[src/rtl/qlal4s3_mac_seq.sv]
// Sequencer for the QL hard 16x16 multiplier. It feeds operand pairs to the
// multiplier and accumulates the returned products into a dot product.
// One pair can be accepted per cycle. A pair flagged last closes the sum and
// holds the result until the consumer takes it.
module qlal4s3_mac_seq #(
    parameter int ACC_WIDTH = 40
) (
    input  logic                 CLK,
    input  logic                 RST_N,
    input  logic                 IN_VALID,
    output logic                 IN_READY,
    input  logic [15:0]          IN_A,
    input  logic [15:0]          IN_B,
    input  logic                 IN_LAST,
    output logic [15:0]          MULT_A,
    output logic [15:0]          MULT_B,
    output logic [1:0]           MULT_VALID,
    input  logic [31:0]          MULT_C,
    output logic                 OUT_VALID,
    input  logic                 OUT_READY,
    output logic [ACC_WIDTH-1:0] OUT_ACC,
    output logic                 OUT_OVF
);

    typedef enum logic [1:0] {IDLE, RUN, HOLD} state_t;

    state_t               state, state_nxt;
    logic                 s1_vld, s1_last;
    logic                 xfer_in, xfer_out;
    logic [ACC_WIDTH-1:0] acc, prod_ext, sum;
    logic                 ovf, ovf_now;

    // Product comes back combinationally from the hard block; widen it with sign extension.
    assign prod_ext = ACC_WIDTH'($signed(MULT_C));
    assign sum      = acc + prod_ext;
    assign ovf_now  = (acc[ACC_WIDTH-1] == prod_ext[ACC_WIDTH-1]) &&
                      (sum[ACC_WIDTH-1] != acc[ACC_WIDTH-1]);

    assign xfer_in    = IN_VALID && IN_READY;
    assign xfer_out   = OUT_VALID && OUT_READY;
    assign MULT_VALID = {1'b0, s1_vld};
    assign OUT_ACC    = acc;
    assign OUT_OVF    = ovf;

    // Next-state and ready: stop accepting once the closing pair is in flight.
    always_comb begin
        state_nxt = state;
        IN_READY  = 1'b0;
        case (state)
            IDLE: begin
                IN_READY = !(s1_vld && s1_last);
                if (xfer_in) state_nxt = RUN;
            end
            RUN: begin
                IN_READY = !(s1_vld && s1_last);
                if (s1_vld && s1_last) state_nxt = HOLD;
            end
            HOLD: begin
                if (xfer_out) state_nxt = IDLE;
            end
            default: state_nxt = IDLE;
        endcase
    end

    // State register.
    always_ff @(posedge CLK or negedge RST_N) begin
        if (!RST_N) state <= IDLE;
        else        state <= state_nxt;
    end

    // Stage 1: operands to the multiplier. They are held when idle, and valid is a one-cycle pulse.
    always_ff @(posedge CLK or negedge RST_N) begin
        if (!RST_N) begin
            MULT_A  <= '0;
            MULT_B  <= '0;
            s1_vld  <= 1'b0;
            s1_last <= 1'b0;
        end else begin
            s1_vld <= xfer_in;
            if (xfer_in) begin
                MULT_A  <= IN_A;
                MULT_B  <= IN_B;
                s1_last <= IN_LAST;
            end
        end
    end

    // Accumulator, sticky overflow and result valid. A result transfer starts a fresh sum.
    always_ff @(posedge CLK or negedge RST_N) begin
        if (!RST_N) begin
            acc       <= '0;
            ovf       <= 1'b0;
            OUT_VALID <= 1'b0;
        end else if (xfer_out) begin
            acc       <= '0;
            ovf       <= 1'b0;
            OUT_VALID <= 1'b0;
        end else if (s1_vld) begin
            acc <= sum;
            ovf <= ovf | ovf_now;
            if (s1_last) OUT_VALID <= 1'b1;
        end
    end

endmodule

[config.mk]
export PLATFORM = sky130hd
export DESIGN_NAME = qlal4s3_mac_seq
export DESIGN_NICKNAME = d
export VERILOG_FILES = /design/src/rtl/qlal4s3_mac_seq.sv
export SDC_FILE = /design/constraint.sdc
export NUM_CORES = 1
export LEC_CHECK = 0
export ABC_AREA = 1
export CAP_MARGIN = 20
export CORE_UTILIZATION = 40
export CTS_CLUSTER_SIZE = 14
export DETAILED_ROUTE_END_ITERATION = 8
export GPL_TIMING_DRIVEN = 0
export PLACE_DENSITY = 0.67
export SLEW_MARGIN = 20
export SYNTH_ARGS = -nofsm -noshare
export SYNTH_HDL_FRONTEND = slang
export SYNTH_SLANG_ARGS = --single-unit
[constraint.sdc]
create_clock -name CLK -period 5.7 [get_ports CLK]
set_input_delay 0.855 -clock CLK [delete_from_list [all_inputs] [get_ports CLK]]
set_output_delay 0.855 -clock CLK [all_outputs]
set_load 0.02 [all_outputs]
==> results of run 1 <==
[sequential cells by signal (all words and copies together), names as in the netlist]
name       count
OUT_VALID      1
OUT_OVF        1
MULT_A        16
OUT_ACC       40
MULT_B        16
s1_vld         1
s1_last        1
state          2
[layout make-up]
| cell class | count | area share |
|---|---|---|
| Buffer | 16 | 0.0101 |
| Timing Repair Buffer | 145 | 0.182 |
| Clock buffer | 11 | 0.0313 |
| Multi-Input combinational cell | 739 | 0.431 |
| Inverter | 153 | 0.0711 |
| Sequential cell | 78 | 0.242 |
| Clock inverter | 5 | 0.00511 |
| Tap cell | 184 | 0.0285 |
[cells in the mapped netlist]
| library cell | instances | share of area |
|---|---|---|
| dfrtp_1 | 78 | 0.32 |
| fa_1 | 1 | 0.0033 |
| nor3_1 | 4 | 0.0033 |
| o31ai_1 | 1 | 0.0012 |
| buf_2 | 8 | 0.0066 |
| a21oi_1 | 39 | 0.032 |
| or2_2 | 2 | 0.0021 |
| inv_2 | 4 | 0.0025 |
| nand2_2 | 16 | 0.016 |
| nand3_2 | 5 | 0.0082 |
| nor2_4 | 1 | 0.0018 |
| nand2_1 | 455 | 0.28 |
| nor2_2 | 16 | 0.016 |
| nor2_1 | 60 | 0.037 |
| or2_1 | 1 | 0.0010 |
| clkbuf_1 | 5 | 0.0031 |
| a22o_1 | 1 | 0.0014 |
| o21ai_1 | 2 | 0.0016 |
| o21ai_0 | 31 | 0.025 |
| nor3_2 | 1 | 0.0016 |
| a31o_2 | 2 | 0.0029 |
| conb_1 | 1 | 0.00062 |
| nand3b_1 | 3 | 0.0037 |
| nand4_1 | 4 | 0.0041 |
| nand3_1 | 49 | 0.040 |
| and2_1 | 1 | 0.0010 |
| inv_1 | 149 | 0.092 |
| o21bai_1 | 3 | 0.0037 |
| buf_4 | 3 | 0.0037 |
| a21oi_2 | 1 | 0.0014 |
| ha_1 | 39 | 0.080 |
[per-stage QoR]
step,std cells,area [µm²]
2_1_floorplan,986,6090
3_3_place_gp,1314,7760
3_5_place_dp,1315,7780
4_1_cts,1331,8080
5_1_grt,1331,8080
6_report,1331,8080
[layer usage]
metal / part of all wire / GRT usage / vias up / wire length (µm)
li1: - / - / 3324 / -
met1: 0.45 / 0.286 / 2685 / 7940
met2: 0.44 / 0.381 / 189 / 7760
met3: 0.087 / 0.0689 / 21 / 1530
met4: 0.019 / 0.0904 / 0 / 334
met5: 0 / 0 / - / 0
[path summary, 6_finish.rpt]
check / cells after the start / endpoint
min: 1 / OUT_ACC[14]
max in group asynchronous: 2 / s1_last
max reg2reg: 15 / OUT_ACC[32]
max: 16 / OUT_ACC[32]
min in group CLK: 2 / MULT_B[11]
min reg2reg: 2 / MULT_B[11]
[worst max-delay path: cells and delay by family]
family        cells  cell delay [ps]
fa+ha+maj         2              580
buf+inv           3              700
simple gates     11             1140
[cells by family (layout without fill, tap and decap cells)]
kind of cell	count (synthesis)	in the layout
other	1	1
buffers and inverters	169	330
adder cells (fa/ha/maj)	40	40
AO/OA/AOI/OAI	80	80
flip-flops	78	78
AND/OR/NAND/NOR	618	618
[power by group through the flow]
stage | combinational, mW | clock, mW | sequential, mW
after detailed placement | 2.78 | 0 | 0.996
final | 2.78 | 0.589 | 0.991
after CTS | 2.79 | 0.600 | 0.993
after global routing | 3.11 | 0.623 | 1.03
after floorplan | 1.47 | 0 | 1.27
after global placement | 2.75 | 0 | 0.993
==> impl_metrics.tcl, run 1 <==
set metrics [dict create \
    routabilityCongestion 0.899 \
    startpoint "MULT_C[0]" \
    wl_per_cell_um 13.2 \
    max-vdd-ir-drop_v 0.000347 \
    grt_max_degree 55 \
    hold_path_class "input port to async pin" \
    grt_pass1_wl_um 28800 \
    switchingPower_mw 2.15 \
    max_cap_viol_count 0 \
    synth-compound-area-share 0.0699 \
    status "complete, but fails checks" \
    path_max_fanout 4 \
    fin_skew_ps 9.63 \
    mostFrequentLayoutCells "455 x nand2_1, 149 x inv_1, 143 x clkdlybuf4s50_1" \
    insertion_delay_ps 360 \
    dieArea_mm2 0.0157 \
    muxShareOfSynthArea 0 \
    rsz0062_at_grt "false" \
    clk_transition_reported_paths_ps 70 \
    p_int_mw 2.21 \
    antenna_found_initial 0 \
    p_total_mw 4.36 \
    ys_seq_area_frac 0.321 \
    hold_viol_final 0 \
    fill_cells 1449 \
    tightest_slew_ps 625 \
    grt_pass1_vias 5941 \
    power_density_mw_per_mm2 540 \
    slowest_stage "clkdlybuf4s50_1" \
    p_clk_frac 0.135 \
    period_share 0.532 \
    cts_buffers 9 \
    min_period_ps 3030 \
    final.setup.tns_ps 0 \
    die_w_um 125 \
    path_class "input port to flip-flop" \
    slew_headroom 0.583 \
    diodes 0 \
    first_pass_iters 7 \
    arrival_ps 3270 \
    drc_errors 13 \
    cts_tree "built" \
    syn-cell-area_mm2 0.00609 \
    multi_input_area_mm2 0.00348 \
    avgViaCountPerCell 4.67 \
    p_seq_frac 0.227 \
    ys_seq_elements 78 \
    clockBufferDepth 2 \
    fp.coreArea_mm2 0.0147 \
    finalSetupViolCount 0 \
    failed_checks "design-rule violations" \
    leakage_nw 4.44 \
    synth_fa_ha_area_frac 0.0835 \
    slowest_delay_ps 470 \
    critPathLaunchType "input port" \
    seq_area_mm2 0.00195 \
    dr_total_vias 6219 \
    synth-xor-area-share 0 \
    synth_fp_nets 1095 \
    post-place-ws_ps 2340 \
    overflow 0 \
    mostFrequentLayoutCell "nand2_1" \
    cts_setup_buffers 0 \
    dp_hpwl_um 13900 \
    end_kind "flip-flop" \
    syn_avg_cell_area_um2 6.17 \
    pin_count 146 \
    area_delta_synth_final_pct 32.7 \
    ctsResizeCount 0 \
    drive_gt1_frac 0.0671 \
    cts.htree.levels 3 \
    layout.nets 1251 \
    max_freq_mhz 330 \
    r2r_start "OUT_ACC[0]" \
    synth_top_family_by_area "simple AND/OR/NAND/NOR gates" \
    ant_nets 0 \
    swShare 0.494 \
    syn_inst 986 \
    die_y_um 125 \
    worst_slack_ps 2670 \
    wl_um 17600 \
    rrSetupSlack_ps 3280 \
    drv_slew 0 \
    track_usage 0.232 \
    holdWs_ps 409 \
    fin_util 0.550 \
    synth-simple-area-share 0.418 \
    cp.required_ps 5940 \
    clockRootBuffer "clkbuf_16" \
    portBuffers 144 \
    start_util 0.414 \
    drt_iter0_markers 331 \
    comb_power_share 0.637 \
    ys_types 31 \
    worstPathCellList "clkdlybuf4s50_1 > ha_1 > inv_1 > fa_1 > inv_1 > nand3_1 > nand3_1 > nand2_1 > nand2_1 > nand3_1 > nand2_2 > nand2_1 > nand2_1 > nand2_1 > nand3_1 > nand2_1" \
    cts_hold_buf 0 \
    critPathMostFrequentCell "nand2_1" \
    synth_warnings 0 \
    rows 44 \
    cts_sinks 78 \
]
Note: power is estimated with default switching activity, not from simulation.
==> run 2: changes to the inputs <==
- clock period: 5.7 -> 3 ns (I/O delays scaled with it)
==> results of run 2 <==
The final DEF is identical to that of run 1. Status: complete, but fails checks: design-rule violations.
Among the figures that moved: setup slack after placement 2340 ps -> 43.5 ps; setup slack after layout 2670 ps -> 374 ps; hold slack 409 ps -> 4.00 ps; register-to-register setup slack 3280 ps -> 580 ps; total power 4.36 mW -> 8.28 mW; worst IR drop on VDD 0.000347 V -> 0.000660 V
